$ cat src/rtl/store_buffer_pkg.sv
// Shared types for the store buffer: data-memory width codes and the queued entry layout.
package sb_pkg;

    localparam logic [3:0] DM_TYPE_WORD = 4'b0001;
    localparam logic [3:0] DM_TYPE_HALF = 4'b0010;
    localparam logic [3:0] DM_TYPE_BYTE = 4'b0100;

    typedef struct packed {
        logic [31:0] addr;
        logic [31:0] wd;
        logic [3:0]  dtype;
        logic [31:0] pc;
    } sb_entry_t;

    // Word-granular address compare used by the load hazard check.
    function automatic logic same_word(input logic [31:0] a, input logic [31:0] b);
        return a[31:2] == b[31:2];
    endfunction

endpackage

$ cat src/rtl/store_buffer_if.sv
// Store, load-probe and data-memory signals of the store buffer grouped as one bundle.
interface store_buffer_if #(parameter int DEPTH = 4);

    localparam int CW = $clog2(DEPTH) + 1;

    logic          st_valid;
    logic          st_ready;
    logic [31:0]   st_addr;
    logic [31:0]   st_wd;
    logic [3:0]    st_type;
    logic [31:0]   st_pc;

    logic          ld_valid;
    logic [31:0]   ld_addr;
    logic          ld_hazard;
    logic          ld_fwd_valid;
    logic [31:0]   ld_fwd_data;

    logic          dm_busy;
    logic          dm_we;
    logic [31:0]   dm_addr;
    logic [31:0]   dm_wd;
    logic [3:0]    dm_type;
    logic [31:0]   dm_pc;

    logic [CW-1:0] count;
    logic          empty;

    modport slave (
        input  st_valid, st_addr, st_wd, st_type, st_pc,
        input  ld_valid, ld_addr, dm_busy,
        output st_ready, ld_hazard, ld_fwd_valid, ld_fwd_data,
        output dm_we, dm_addr, dm_wd, dm_type, dm_pc, count, empty
    );

    modport master (
        output st_valid, st_addr, st_wd, st_type, st_pc,
        output ld_valid, ld_addr, dm_busy,
        input  st_ready, ld_hazard, ld_fwd_valid, ld_fwd_data,
        input  dm_we, dm_addr, dm_wd, dm_type, dm_pc, count, empty
    );

endinterface

$ cat src/rtl/store_buffer_match.sv
// Age-ordered compare of a load address against the occupied buffer entries;
// reports whether any entry hits and which one is the youngest hit.
module sb_match
    import sb_pkg::*;
#(
    parameter int DEPTH = 4
) (
    input  sb_entry_t                  i_entries [DEPTH],
    input  logic [$clog2(DEPTH)-1:0]   i_head,
    input  logic [$clog2(DEPTH):0]     i_count,
    input  logic [31:0]                i_ld_addr,
    output logic                       o_any_hit,
    output logic [$clog2(DEPTH)-1:0]   o_hit_idx,
    output logic [3:0]                 o_hit_type
);

    localparam int PW = $clog2(DEPTH);
    localparam int CW = PW + 1;

    logic [PW-1:0] w_idx;

    // Walk from oldest to youngest so the last hit recorded is the youngest.
    always_comb begin
        o_any_hit  = 1'b0;
        o_hit_idx  = i_head;
        o_hit_type = '0;
        w_idx      = i_head;
        for (int k = 0; k < DEPTH; k++) begin
            w_idx = i_head + PW'(k);
            if ((CW'(k) < i_count) && same_word(i_entries[w_idx].addr, i_ld_addr)) begin
                o_any_hit  = 1'b1;
                o_hit_idx  = w_idx;
                o_hit_type = i_entries[w_idx].dtype;
            end
        end
    end

endmodule

$ cat src/rtl/store_buffer.sv
// Posted-write store buffer: in-order FIFO draining into data memory when the port is free.
// Build option SB_FWD_EN: forward the youngest aligned word store to a matching load.
module store_buffer
    import sb_pkg::*;
#(
    parameter int DEPTH = 4
) (
    input  logic             clk,
    input  logic             reset,
    store_buffer_if.slave    sb
);

    localparam int PW = $clog2(DEPTH);
    localparam int CW = PW + 1;

    sb_entry_t     r_mem [DEPTH];
    logic [PW-1:0] r_head;
    logic [PW-1:0] r_tail;
    logic [CW-1:0] r_count;

    logic          w_run;
    logic          w_empty;
    logic          w_ready;
    logic          w_push;
    logic          w_pop;
    logic          w_probe;
    sb_entry_t     w_new;
    logic          w_any_hit;
    logic [PW-1:0] w_hit_idx;
    logic [3:0]    w_hit_type;

    assign w_run   = reset;
    assign w_empty = (r_count == '0);
    assign w_ready = w_run && (r_count < CW'(DEPTH));
    assign w_push  = sb.st_valid && w_ready;
    assign w_pop   = w_run && !w_empty && !sb.dm_busy;
    assign w_probe = w_run && sb.ld_valid;
    assign w_new   = '{addr: sb.st_addr, wd: sb.st_wd, dtype: sb.st_type, pc: sb.st_pc};

    always_ff @(posedge clk) begin
        if (!reset) begin
            r_head  <= '0;
            r_tail  <= '0;
            r_count <= '0;
        end else begin
            if (w_push) r_tail <= r_tail + PW'(1);
            if (w_pop)  r_head <= r_head + PW'(1);
            case ({w_push, w_pop})
                2'b10:   r_count <= r_count + CW'(1);
                2'b01:   r_count <= r_count - CW'(1);
                default: r_count <= r_count;
            endcase
        end
    end

    // Payload storage carries no reset; occupancy alone says which slots are live.
    always_ff @(posedge clk) begin
        if (w_push) r_mem[r_tail] <= w_new;
    end

    sb_match #(.DEPTH(DEPTH)) u_match (
        .i_entries  (r_mem),
        .i_head     (r_head),
        .i_count    (r_count),
        .i_ld_addr  (sb.ld_addr),
        .o_any_hit  (w_any_hit),
        .o_hit_idx  (w_hit_idx),
        .o_hit_type (w_hit_type)
    );

    assign sb.st_ready = w_ready;
    assign sb.dm_we    = w_pop;
    assign sb.dm_addr  = w_run ? r_mem[r_head].addr  : '0;
    assign sb.dm_wd    = w_run ? r_mem[r_head].wd    : '0;
    assign sb.dm_type  = w_run ? r_mem[r_head].dtype : '0;
    assign sb.dm_pc    = w_run ? r_mem[r_head].pc    : '0;
    assign sb.count    = w_run ? r_count : '0;
    assign sb.empty    = !w_run || w_empty;

`ifdef SB_FWD_EN
    logic w_fwd_ok;

    // Only a full aligned word can stand in for memory; anything narrower must stall.
    assign w_fwd_ok        = (w_hit_type == DM_TYPE_WORD) && (r_mem[w_hit_idx].addr[1:0] == 2'b00);
    assign sb.ld_fwd_valid = w_probe && w_any_hit && w_fwd_ok;
    assign sb.ld_fwd_data  = sb.ld_fwd_valid ? r_mem[w_hit_idx].wd : '0;
    assign sb.ld_hazard    = w_probe && w_any_hit && !w_fwd_ok;
`else
    logic w_unused_hit;

    assign w_unused_hit    = ^{w_hit_idx, w_hit_type};
    assign sb.ld_fwd_valid = 1'b0;
    assign sb.ld_fwd_data  = '0;
    assign sb.ld_hazard    = w_probe && w_any_hit;
`endif

endmodule
$ cat src/flat_wrapper.sv
// flat-port wrapper written by rule: the top's interface ports become plain ports
module store_buffer_flat import sb_pkg::*;
#(
    parameter int DEPTH = 4
)
  (clk, reset, sb_st_valid, sb_st_addr, sb_st_wd, sb_st_type, sb_st_pc, sb_ld_valid, sb_ld_addr, sb_dm_busy, sb_st_ready, sb_ld_hazard, sb_ld_fwd_valid, sb_ld_fwd_data, sb_dm_we, sb_dm_addr, sb_dm_wd, sb_dm_type, sb_dm_pc, sb_count, sb_empty);
  store_buffer_if #(.DEPTH(DEPTH)) sb_i ();
  input  logic clk;
  input  logic reset;
  input wire logic [$bits(sb_i.st_valid)-1:0] sb_st_valid;
  input wire logic [$bits(sb_i.st_addr)-1:0] sb_st_addr;
  input wire logic [$bits(sb_i.st_wd)-1:0] sb_st_wd;
  input wire logic [$bits(sb_i.st_type)-1:0] sb_st_type;
  input wire logic [$bits(sb_i.st_pc)-1:0] sb_st_pc;
  input wire logic [$bits(sb_i.ld_valid)-1:0] sb_ld_valid;
  input wire logic [$bits(sb_i.ld_addr)-1:0] sb_ld_addr;
  input wire logic [$bits(sb_i.dm_busy)-1:0] sb_dm_busy;
  output wire logic [$bits(sb_i.st_ready)-1:0] sb_st_ready;
  output wire logic [$bits(sb_i.ld_hazard)-1:0] sb_ld_hazard;
  output wire logic [$bits(sb_i.ld_fwd_valid)-1:0] sb_ld_fwd_valid;
  output wire logic [$bits(sb_i.ld_fwd_data)-1:0] sb_ld_fwd_data;
  output wire logic [$bits(sb_i.dm_we)-1:0] sb_dm_we;
  output wire logic [$bits(sb_i.dm_addr)-1:0] sb_dm_addr;
  output wire logic [$bits(sb_i.dm_wd)-1:0] sb_dm_wd;
  output wire logic [$bits(sb_i.dm_type)-1:0] sb_dm_type;
  output wire logic [$bits(sb_i.dm_pc)-1:0] sb_dm_pc;
  output wire logic [$bits(sb_i.count)-1:0] sb_count;
  output wire logic [$bits(sb_i.empty)-1:0] sb_empty;
  assign sb_i.st_valid = sb_st_valid;
  assign sb_i.st_addr = sb_st_addr;
  assign sb_i.st_wd = sb_st_wd;
  assign sb_i.st_type = sb_st_type;
  assign sb_i.st_pc = sb_st_pc;
  assign sb_i.ld_valid = sb_ld_valid;
  assign sb_i.ld_addr = sb_ld_addr;
  assign sb_i.dm_busy = sb_dm_busy;
  assign sb_st_ready = sb_i.st_ready;
  assign sb_ld_hazard = sb_i.ld_hazard;
  assign sb_ld_fwd_valid = sb_i.ld_fwd_valid;
  assign sb_ld_fwd_data = sb_i.ld_fwd_data;
  assign sb_dm_we = sb_i.dm_we;
  assign sb_dm_addr = sb_i.dm_addr;
  assign sb_dm_wd = sb_i.dm_wd;
  assign sb_dm_type = sb_i.dm_type;
  assign sb_dm_pc = sb_i.dm_pc;
  assign sb_count = sb_i.count;
  assign sb_empty = sb_i.empty;
  store_buffer #(.DEPTH(DEPTH)) u_core (.clk(clk), .reset(reset), .sb(sb_i));
endmodule
$ cat config.mk
export PLATFORM = sky130hd
export DESIGN_NAME = store_buffer_flat
export DESIGN_NICKNAME = d
export VERILOG_FILES = /design/src/rtl/store_buffer_pkg.sv /design/src/rtl/store_buffer_if.sv /design/src/rtl/store_buffer_match.sv /design/src/rtl/store_buffer.sv /design/src/flat_wrapper.sv
export SDC_FILE = /design/constraint.sdc
export NUM_CORES = 1
export LEC_CHECK = 0
export ABC_AREA = 1
export ABC_CLOCK_PERIOD_IN_PS = 11300
export CORE_MARGIN = 1
export CORE_UTILIZATION = 40
export CTS_BUF_LIST = sky130_fd_sc_hd__clkbuf_4
export DETAILED_ROUTE_END_ITERATION = 8
export DONT_BUFFER_PORTS = 1
export PLACE_DENSITY = 0.53
export SETUP_SLACK_MARGIN = 0.02
export SYNTH_ARGS = -nofsm -noshare
export SYNTH_HDL_FRONTEND = slang
export SYNTH_HIERARCHICAL = 1
export SYNTH_SLANG_ARGS = --single-unit
$ cat constraint.sdc
create_clock -name clk -period 11.3 [get_ports clk]
set_input_delay 1.13 -clock clk [delete_from_list [all_inputs] [get_ports clk]]
set_output_delay 1.13 -clock clk [all_outputs]
set_load 0.01 [all_outputs]
Word level (Yosys, flattened, before mapping)
Cells that the tools add are included. Widths: inputs -> output; s select.

Register bits after elaboration: 407. Input bits: 137. Output and inout port bits: 140. Logic and storage cells: 89.

Add/subtract/negate cells: 6. Order comparisons: 11. Equal/unequal tests: 6. Mux-type cells: 25. Bitwise logic cells: 5. Reductions and logical operators: 17.

Operator list (count): $mux 100 (9); $bmux 100 s2 (4); $bwmux 400 (1); $demux 100 s2 (1); $eq 30x30->1 (4); $mux 32 (3); $ge 3x3->1 const B (5); $not 2->3 (5); $logic_and 1x1->1 (11); $lt 1x3->1 const A (2); $lt 2x3->1 const A (2); $pmux 3 s2 (1); $add 2x1->2 const B (2); $add 2x2->2 const B (2); $mux 1 (4); $mux 4 (1); $add 3x1->3 const B (1); $logic_not 1->1 (3); $logic_not 3->1 (1); $lt 3x1->1 const B (1); $lt 3x3->1 const B (1); $mux 3 (1); $sub 3x1->3 const B (1); $eq 2x1->1 const B (1); other kinds (3) (3).

Longest topological paths before layout
Depth in word-level cells: 11. Gate-level depth with buffers: 19. Gate-level depth less buffers: 16.

Modules after synthesis
The synthesis kept the hierarchy.

Modules (own cells, without submodules): store_buffer (times used 1, cells an instance 1383, area each 16380.7 sq um, seq. area each 12151.7 sq um); sb_match (times used 1, cells an instance 1646, area each 7185.6 sq um, seq. area each 0.0 sq um).

Least setup slack after synthesis
OpenSTA, ideal clock, no wires.

Path kind: input to register. From: input port reset. To: register u_core/r_mem[0] in the netlist's numbering, enable pin. Setup time: 560 ps. Data arrival time: 5718 ps. Required time: 10740 ps. Slack: 5022 ps. Stages on the path: 3. Buffers on the path: 1. Path through: buf_2 -> nand3_1 -> nor2_1.

Longest elaborated chain between the ends: 2.

RTL lines: start: declaration (line flat_wrapper.sv:9) `input logic reset;`; $logic_and 1x1->1 (line store_buffer.sv:34) `assign w_ready = w_run && (r_count < CW'(DEPTH));`; $logic_and 1x1->1 (line store_buffer.sv:35) `assign w_push = sb.st_valid && w_ready;`; end signal: indexed assignment (line store_buffer.sv:58) `if (w_push) r_mem[r_tail] <= w_new;`; end: declaration (line store_buffer.sv:16) `sb_entry_t r_mem [DEPTH];`.

Every way passes these cells. A chain may end at the register's enable or synchronous reset.

Worst setup path after layout
From: register u_core.r_head[1]. To: output port sb_ld_hazard.

Longest elaborated chain between the ends: 11. Elaborated cells between the ends (all ways): 32. Classes of those cells: 3 x add/sub; 4 x eq/ne; 16 x mux; 4 x bitwise; 5 x reduce/logical.

RTL lines: start: declaration (line store_buffer.sv:17) `logic [PW-1:0] r_head;`; start signal: assignment (line store_buffer.sv:47) `if (w_pop) r_head <= r_head + PW'(1);`; $add 2x1->2 or $not 2->3 (tied branches) (line store_buffer_match.sv:29, store_buffer_match.sv:30); $not 2->3 or $bmux 100 s2 (tied branches); $bmux 100 s2 or $mux 100 (tied branches); $mux 100 (on tied branches); $mux 100 or $eq 30x30->1 (tied branches); $eq 30x30->1 or $logic_and 1x1->1 (tied branches) (line store_buffer_pkg.sv:17, store_buffer_match.sv:30); $logic_and 1x1->1 or $mux 1 (tied branches) (line store_buffer_match.sv:30) `if ((CW'(k) < i_count) && same_word(i_entries[w_idx].addr, i_ld_addr)) begin`; $mux 1 (2 in series) (line store_buffer_match.sv:30); $mux 1 * (line store_buffer_match.sv:30); net u_core.w_any_hit (line store_buffer.sv:28) `logic w_any_hit;`; $logic_and 1x1->1 * (line store_buffer.sv:94) `assign sb.ld_hazard = w_probe && w_any_hit;`; end: declaration (line flat_wrapper.sv:19) `output wire logic [$bits(sb_i.ld_hazard)-1:0] sb_ld_hazard;`.

Mark *: on every way through the listed nets, which the timed path passes. The rest lies on a longest branch. The select of a mux whose other input is x is not followed.

==> flow_summary.ini <==
[yosys]
yosysWarnings = 6
syn_inst = 2732
synth_area_mm2 = 0.0223
syn_area_per_cell_um2 = 8.16

[timing]
rsz0062_at_grt = no
worst_pin_slew_ns = 1.19
fin_crit_sh_pct = 53.4
fin_skew_ns = 0.0620
finalHoldViolCount = 0
min_period_ns = 6.04
max_freq_ghz = 0.166
final.setup.tns_ns = 0
max-slew-margin-rel_pct = 20.7
holdWs_ns = 0.338
fin_ws_ns = 5.26
drv_slew = 0
finalSetupViolations = 0

[global_route]
grtUsageTotal_pct = 22.0
overflow = 0
antenna_found_initial = 3
grt_pass1_vias = 16500
grt_pass1_wl_um = 94700
grt_max_degree = 264

[floorplanning]
fp.dieW_um = 238
die_h_um = 238
io-pin-count = 277
design.die.area_mm2 = 0.0567
rows = 86
start_util_pct = 40.5
core_area_mm2 = 0.0551

[power_and_ir_drop]
combPwrFrac_pct = 15.5
p_per_area_mw_per_mm2 = 149
ir_worst_vdd_mv = 0.114
p_int_uw = 2510
clockPowerShare_pct = 35.8
power_frac_seq_pct = 48.7
power.leakage_uw = 0.0102
p_sw_uw = 1030
p_total_uw = 3540
switching_share_pct = 29.1

[route]
drc_errors = 0
first_pass_iters = 6
drtAntennaViolNets = 0
drt-initial-drc-count = 1168
routed_wl_um = 63100
wire_per_inst_um = 17.8
vias_per_cell = 4.99
vias = 17600

[cts]
cts_tree = built
cts_max_path_buffers = 3
cts.repair.resized = 0
hold_buffers = 0
insertion_delay_ns = 0.88
root_buffer = clkbuf_4
post-cts-setup-buffers = 0
htreeDepth = 3
clkTransAtPathRegs_ns = 0.07
cts.sinks = 407
cts_buffers = 109

[place]
globalplace.congestion = 0.935
hpwl_um = 39400
place_ws_ns = 6.18
placed_area_mm2 = 0.0224
place.port_buffers = 0

[critical_path]
path_class = flop to output port
cp-start-kind = flop
worstPathRequired_ns = 10.17
cp.arrival_ns = 4.91
cp-end-kind = output port
critPathMaxFanout = 89

[finish]
syn_to_final_growth_pct = 6.80
drive_above_1_share_pct = 7.97
nets = 2852
nFillCells = 5568
postLayoutCellArea_mm2 = 0.0238

[worst_hold_path]
min_path_type = primary input to flop

[flow_run]
cap_violations = 0

[outcome]
outcome = complete, no violations
[worst paths after layout]
check                                   to                     startpoint  cells after the start  slack (ns)
max                           sb_ld_hazard  u_core/r_head[1]$_SDFFE_PN0P_                     16        5.26
min            u_core/r_mem[166]$_DFFE_PP_                   sb_st_wd[30]                      0        0.34
max reg2reg  u_core/r_head[0]$_SDFFE_PN0P_  u_core/r_head[0]$_SDFFE_PN0P_                      7        7.71
min reg2reg  u_core/r_tail[1]$_SDFFE_PN0P_  u_core/r_tail[1]$_SDFFE_PN0P_                      2        0.53
[critical path: stages, from the launching register on]
cell and delay (ns):
dfxtp_2 0.31, buf_4 0.37, inv_4 0.70, nand2_1 0.14
nand2_2 0.08, buf_4 0.72, o21ai_0 0.27, or2_2 0.33
nand2_1 0.06, nor2_1 0.04, nand2_1 0.06, nor2_1 0.04
nand2_1 0.09, nor2_4 0.05, inv_2 0.03, nand4_1 0.29
and3_1 0.36
[power groups by stage]
| stage | combinational [uW] | sequential, uW | clock [uW] |
|---|---|---|---|
| floorplan | 449 | 1750 | 0 |
| global placement | 548 | 1760 | 0 |
| detailed placement | 554 | 1760 | 0 |
| CTS | 556 | 1730 | 1320 |
| global route | 626 | 1730 | 1400 |
| finish | 550 | 1730 | 1270 |
[placed cells by master (no fill, tap or decap), types with 3 or more instances in the layout]
master    instances
a21oi_1         108
buf_4            14
clkbuf_4        162
clkinv_1         15
clkinv_2          5
conb_1           33
dfxtp_1           5
diode_2           5
edfxtp_1        400
ha_1              5
inv_1           175
inv_6             6
nand2_1        1150
nand2_2           3
nand3_1         160
nand4_1           7
nor2_1          256
nor2_4            5
o211ai_1         57
o21ai_0         155
o21ai_1          17
or2_2            11
xor2_1           14
[state kept, by name, indices dropped and copies added, names as in the netlist]
signal and flops:
u_core/r_mem 400, u_core/r_count 3, u_core/r_head 2, u_core/r_tail 2
[layout make-up]
type,instances,area (um^2),share of cell area (%)
antenna,5,12.5,0.0525
clock inverter,26,149,0.625
sequential,407,12200,51.0
clock buffer,162,1220,5.11
inverter,181,697,2.93
tap,748,936,3.93
timing repair buffer,15,125,0.525
multi-input combinational,1995,8530,35.8
[metal layers]
layer | wire length [um] | GRT usage (%) | up-vias
li1 | - | - | 8881
met4 | 1740 | 7.77 | 2
met3 | 5340 | 8.32 | 111
met1 | 25900 | 26.2 | 8194
met2 | 30100 | 36.4 | 460
met5 | 7 | 0 | -
[per-stage QoR]
stage / cells / utilization (%)
floorplan: 2764 / -
global placement: 3346 / 40.7
detailed placement: 3346 / 40.7
CTS: 3534 / 43.2
global route: 3539 / 43.2
finish: 3539 / 43.2
Power figures use the tool's default switching activity.
